`config.mk`:
```
export PLATFORM = sky130hd
export DESIGN_NAME = fetch_entry_queue
export DESIGN_NICKNAME = d
export VERILOG_FILES = /design/src/rtl/fetch_entry_queue.sv
export SDC_FILE = /design/constraint.sdc
export NUM_CORES = 1
export LEC_CHECK = 0
export CAP_MARGIN = 20
export CORE_MARGIN = 2
export CORE_UTILIZATION = 32
export DETAILED_ROUTE_END_ITERATION = 8
export HOLD_SLACK_MARGIN = 0.1
export PLACE_DENSITY = 0.63
export RECOVER_POWER = 50
export SYNTH_ARGS = -nofsm -noshare
export SYNTH_HDL_FRONTEND = slang
export SYNTH_SLANG_ARGS = --single-unit
```
`constraint.sdc`:
```
create_clock -name clk_i -period 17.09 [get_ports clk_i]
set_clock_uncertainty 0.1 [all_clocks]
set_input_delay 3.418 -clock clk_i [delete_from_list [all_inputs] [get_ports clk_i]]
set_output_delay 3.418 -clock clk_i [all_outputs]
set_load 0.03 [all_outputs]
```
`src/rtl/fetch_entry_queue.sv`:
```
// Fetch-entry FIFO between the instruction realigner and the decode stage.
// Pushes stop once a fetch exception has been queued, until flush or reset.
package fetch_entry_queue_pkg;
  typedef struct packed {
    logic [31:0] xlen;
    logic [31:0] vlen;
  } cva6_cfg_t;

  localparam cva6_cfg_t cva6_cfg_empty = '{xlen: 32'd64, vlen: 32'd64};

  typedef struct packed {
    logic [2:0]  cf;
    logic [63:0] predict_address;
  } branchpredict_sbe_t;

  typedef struct packed {
    logic [63:0] cause;
    logic [63:0] tval;
    logic        valid;
  } exception_t;

  typedef struct packed {
    logic [63:0]        address;
    logic [31:0]        instruction;
    branchpredict_sbe_t branch_predict;
    exception_t         ex;
  } fetch_entry_t;
endpackage

module fetch_entry_queue
  import fetch_entry_queue_pkg::*;
#(
  parameter int unsigned DEPTH   = 4,
  parameter cva6_cfg_t   CVA6Cfg = cva6_cfg_empty
) (
  input  logic                       clk_i,
  input  logic                       rst_i,
  input  logic                       flush_i,
  input  logic                       push_valid_i,
  input  fetch_entry_t               push_entry_i,
  output logic                       push_ready_o,
  output fetch_entry_t               fetch_entry_o,
  output logic                       fetch_entry_valid_o,
  input  logic                       fetch_entry_ready_i,
  output logic [$clog2(DEPTH):0]     count_o,
  output logic                       ex_blocked_o
);

  localparam int unsigned PtrW = $clog2(DEPTH);
  localparam int unsigned CntW = PtrW + 1;

  fetch_entry_t            mem [DEPTH];
  logic [PtrW-1:0]         rd_q;
  logic [PtrW-1:0]         wr_q;
  logic [CntW-1:0]         cnt_q;
  logic                    block_q;

  logic                    push_ready_s;
  logic                    valid_s;
  logic                    push_s;
  logic                    pop_s;

  // Handshake qualifiers: ready never looks at the decode side, flush masks both.
  always_comb begin
    push_ready_s = 1'b0;
    valid_s      = 1'b0;
    push_s       = 1'b0;
    pop_s        = 1'b0;
    if (flush_i) begin
      push_ready_s = 1'b0;
      valid_s      = 1'b0;
    end else begin
      push_ready_s = (cnt_q != CntW'(DEPTH)) && !block_q;
      valid_s      = (cnt_q != {CntW{1'b0}});
    end
    push_s = push_valid_i && push_ready_s;
    pop_s  = valid_s && fetch_entry_ready_i;
  end

  // Pointer, occupancy and exception-block state.
  always_ff @(posedge clk_i or posedge rst_i) begin
    if (rst_i) begin
      rd_q    <= {PtrW{1'b0}};
      wr_q    <= {PtrW{1'b0}};
      cnt_q   <= {CntW{1'b0}};
      block_q <= 1'b0;
    end else if (flush_i) begin
      rd_q    <= {PtrW{1'b0}};
      wr_q    <= {PtrW{1'b0}};
      cnt_q   <= {CntW{1'b0}};
      block_q <= 1'b0;
    end else begin
      if (push_s) begin
        wr_q <= wr_q + PtrW'(1);
      end
      if (pop_s) begin
        rd_q <= rd_q + PtrW'(1);
      end
      case ({push_s, pop_s})
        2'b10:   cnt_q <= cnt_q + CntW'(1);
        2'b01:   cnt_q <= cnt_q - CntW'(1);
        default: cnt_q <= cnt_q;
      endcase
      if (push_s && push_entry_i.ex.valid) begin
        block_q <= 1'b1;
      end
    end
  end

  // Entry storage; contents are deliberately left out of reset.
  always_ff @(posedge clk_i) begin
    if (push_s) begin
      mem[wr_q] <= push_entry_i;
    end
  end

  assign push_ready_o        = push_ready_s;
  assign fetch_entry_valid_o = valid_s;
  assign fetch_entry_o       = mem[rd_q];
  assign count_o             = cnt_q;
  assign ex_blocked_o        = block_q;

endmodule

```
* Yosys cells after proc, flatten, opt, wreduce, memory -nomap -nowiden
Memory sizes are Yosys's and may differ from the RTL's.
Cells that the tools add are included.
** Word-level totals
- Bits in latches :: 0
- ROM bits :: 0
- Register bits after elaboration :: 8
- Memories kept :: 1
- Input bits :: 297
- Memory bits (writable) :: 1168
** Memories
- mem :: depth 4, width 292, rd ports 1, clocked after Yosys merged registers in 0, write ports 1, line 52 : fetch_entry_t mem [DEPTH];
** Operators by class
- Divide/modulo/power cells :: 0
- Multiply operators :: 0
- Muxes and demuxes :: 12
- Shifts and indexed selects :: 0
- Bitwise gates (word level) :: 0
- Reductions and logical operators :: 10
- Add/sub/neg operators :: 4
- Order comparisons :: 0
- Equal/unequal tests :: 3
** Operators with widths (count)
- 2-bit two-way mux :: 4
- 1-bit two-way mux :: 6
- 3-bit one-hot mux with 2 select lines :: 1
- 2-bit nonzero test :: 3
- 3-bit nonzero test :: 2
- 2-bit by 1-bit adder with 2-bit output (second input constant) :: 2
- 1-bit logical AND :: 4
- 3-bit by 1-bit adder with 3-bit output (second input constant) :: 1
- 3-bit two-way mux :: 1
- 3-bit inequality test (second input constant) :: 1
- 3-bit by 1-bit subtractor with 3-bit output (second input constant) :: 1
- 2-bit by 1-bit equality test with 1-bit output (second input constant) :: 1
- 2-bit equality test (second input constant) :: 1
- 1-bit logical NOT :: 1

* Logic depth before layout (Yosys ltp)
- Depth after elaboration :: 7
- Mapped depth :: 7
- Depth with buffers taken out :: 6

* Worst setup path before layout
No wires, ideal clock.
- Path kind :: input -> register
- Start :: input port flush_i
- End :: memory mem[0][0] (netlist bit) (enable)
- Stages :: 2
- Data arrival time :: 10.412 ns
- Slack :: 5.885 ns
- Buffers on the path :: 0
- Setup time :: 0.693 ns
- Required time :: 16.297 ns
- Cells stage by stage :: nor3b_2 and3_1
** Between the ends
- Longest elaborated chain between the ends :: 4
** RTL lines
- start: declaration :: line 38 : input logic flush_i,
- 1-bit two-way mux :: line 69 : if (flush_i) begin
- 1-bit logical AND :: line 76 : push_s = push_valid_i && push_ready_s;
- 1-bit two-way mux :: line 112 : if (push_s) begin
- 1-bit two-way mux (not written as such) :: line 113 : mem[wr_q] <= push_entry_i;
- end: declaration :: line 52
Every way passes these cells.

* Worst setup path in the final report
- Start :: input port flush_i
- End :: output port push_ready_o
** Between the ends
- Longest elaborated chain between the ends :: 1
** RTL lines
- 1-bit two-way mux :: line 69
- end: declaration :: line 41 : output logic push_ready_o,
Every way passes these cells.

==> results.py <==
metrics = {
    "status": {
        "status": "finished with violations",
        "violations": "max-capacitance violations, max-slew violations",
    },
    "setup_path": {
        "timing.critical_path.from_type": "primary input",
        "worstPathArrival_ns": 5.09,
        "critical_path.max_fanout": 14,
        "worst_path_largest_cell_delay_ns": 0.73,
        "end_kind": "output pin",
        "critical-path-slowest-cell": "dlygate4sd3_1",
        "chain_of_cells_forming_the_critical_path": "dlygate4sd3_1 > nor3_1 > clkdlybuf4s50_1",
        "crit_start": "flush_i",
        "r2r_start": "ex_blocked_o$_DFFE_PP0P_",
        "timing_worst_setup_path_type": "primary input to output pin",
        "worst_ep_required_time_ns": 13.57,
    },
    "clock_tree": {
        "clkTransAtPathRegs_ns": 0.06,
        "cts.repair.resized": 0,
        "cts_root_buffer": "clkbuf_16",
        "numCtsBuffers": 121,
        "clock_latency_ns": 0.72,
        "clock_tree_from_tritoncts": "yes",
        "cts.repair_timing.setup_buffer_count": 0,
        "clockBufferDepth": 3,
        "cts.htree.levels": 3,
        "clock_sink_count": 1176,
        "hold_buffers": 0,
    },
    "sta": {
        "final_critical_delay_including_setup_and_external_delays_ns": 8.61,
        "final-setup-viol-count": 0,
        "rsz0062_at_grt": "false",
        "tns_ns": 0,
        "max-slew-margin-rel_pct": -104,
        "layout_worst_path_cycle_share_pct": 50.4,
        "finalMaxSlewViolations": 189,
        "fin_ws_ns": 8.48,
        "timing_worst_slew_pin_value_ns": 3.06,
        "hold-worst-slack_ns": 0.508,
        "final_hold_viol_count": 0,
        "achievable-frequency_mhz": 116,
    },
    "finish": {
        "drive_above_1_share_pct": 21.3,
        "num-nets-final": 2564,
        "area.growth.synth_to_final_pct": 28.6,
        "most-common-layout-cells": "edfxtp_1 (1168), clkdlybuf4s50_1 (299), dlygate4sd3_1 (295), mux4_2 (293), clkbuf_16 (122)",
        "instances_no_fill": 4140,
        "final_core_utilization_pct": 41.5,
        "most_common_cell_after_layout_fill_and_taps_aside": "edfxtp_1",
        "post-route-cell-area_um2": 54700,
    },
    "floorplan": {
        "fp.coreArea_um2": 132000,
        "num_io_pins": 595,
        "floorplan.initialDensity_pct": 32.3,
        "die_w_um": 369,
        "floorplan.die_area_um2": 136000,
        "floorplan.die.height_um": 369,
        "fp-row-count": 133,
    },
    "global_routing": {
        "grt_remaining_overflow": 0,
        "via_count_of_the_first_global_routing_pass": 20800,
        "grt_start_max_net_pins": 138,
        "number_of_antenna_violations_at_the_first_check_in_global_routing": 53,
        "grtUsageTotal_pct": 13.5,
        "wire_length_of_the_first_global_routing_pass_mm": 136,
    },
    "detailed_routing": {
        "drcViolationCount": 0,
        "drt_iter0_drc": 1323,
        "detailroute.via_count": 19300,
        "first_pass_iters": 5,
        "drt-wirelength-per-cell_um": 22.4,
        "routed_wirelength_mm": 92.7,
        "viasPerCell": 4.66,
        "drt.antenna.violating_nets": 0,
    },
    "placed_design": {
        "port_buffers": 594,
        "dp_hpwl_mm": 57.9,
        "placed_cells_incl_taps": 3893,
        "detailed_place.area_um2": 50600,
        "globalplace.congestion": 0.740,
        "place_worst_setup_slack_ns": 8.49,
    },
    "synth": {
        "synth.lib_cells_used.distinct": 32,
        "synth_largest_area_cell": "edfxtp_1",
        "postSynthCellCount": 1587,
        "ys_top_cells_by_area": "edfxtp_1 (82%), mux4_2 (16%), dfrtp_1 (0.47%)",
        "synth-seq-cells": 1176,
        "synth.yosys.seq_area_share_pct": 82.9,
        "synth_nets": 1889,
        "netlist_area_um2": 42600,
        "yosys_warnings": 0,
        "synth.top_cell.area_share_pct": 82.4,
        "syn-mean-instance-area_um2": 26.8,
    },
    "power_and_ir_drop": {
        "power.density_cell_area_nw_per_um2": 124,
        "worst_ir_drop_vdd_v": 0.0000926,
        "finalPower_mw": 6.78,
        "leakagePower_nw": 16.8,
    },
    "min_path": {
        "hold_path.startpoint": "ex_blocked_o$_DFFE_PP0P_",
        "min_delay_worst_type": "flop to flop",
    },
    "run": {
        "maxCapViolations": 4,
    },
}
==> cell usage after synthesis, drive strengths merged <==
master and number:
mux4 293, inv 5, or3b 2, mux2 1
and3 4, edfxtp 1168, nand2 3, nand2b 3
clkbuf 14, ha 4, o31a 1, nor3b 2
fa 1, o31ai 2, nor2 7, buf 54
o2111ai 1, nor3 3, o21ai 4, dfrtp 8
nand3 1, o32ai 1, and2 1, xor2 2
xnor2 2
==> final cells by class <==
class                           count  area, um2
Antenna cell                       19       47.5
Clock buffer                      143       3130
Clock inverter                     84        915
Fill cell                       11300      77100
Inverter                            5       18.8
Multi-Input combinational cell    338       6930
Sequential cell                  1176      35300
Tap cell                         1755       2200
Timing Repair Buffer              620       6200
==> final timing paths <==
kind,slack [ns],endpoint,depth (start not counted)
max,8.48,push_ready_o,3
min,0.51,ex_blocked_o$_DFFE_PP0P_,2
max reg2reg,11.57,mem[0][36]$_DFFE_PP_,4
min reg2reg,0.51,ex_blocked_o$_DFFE_PP0P_,2
max in group asynchronous,13.65,rd_q[1]$_DFFE_PP0P_,2
min in group asynchronous,2.98,ex_blocked_o$_DFFE_PP0P_,2
==> cells by family (layout without fill, tap and decap cells) <==
logic type | after synthesis | after routing | share of synthesized area [%]
compound gates | 9 | 9 | 0.156
mux | 294 | 294 | 15.5
xor+xnor | 4 | 4 | 0.0823
buf+inv | 73 | 852 | 0.785
flops | 1176 | 1176 | 82.9
other cells | 0 | 19 | 0
fa+ha+maj | 5 | 5 | 0.165
simple gates | 26 | 26 | 0.379
==> sequential cells by signal, indices dropped and copies added, names as in the netlist <==
name	flops
mem	1168
count_o	3
rd_q	2
wr_q	2
ex_blocked_o	1
==> report_power, final <==
part | leakage, nW | internal (mW) | switching [mW]
Combinational | 4.20 | 0.366 | 0.462
Clock | 1.95 | 1.56 | 1.08
Sequential | 10.7 | 3.28 | 0.0300
Total | 16.8 | 5.21 | 1.57
==> critical path, delay by kind of cell <==
| kind | cells | cell delay (ns) |
|---|---|---|
| buffers and inverters | 2 | 1.42 |
| and+or+nand+nor | 1 | 0.24 |
==> layer usage <==
metal | global-route usage [%] | vias up | share of wire [%]
met5 | 0 | - | 0.31
met4 | 4.38 | 46 | 2.8
met3 | 5.65 | 210 | 9.1
met2 | 22.4 | 593 | 50
met1 | 15.8 | 10100 | 38
li1 | - | 8334 | -
(Power assumes the default switching activity.)
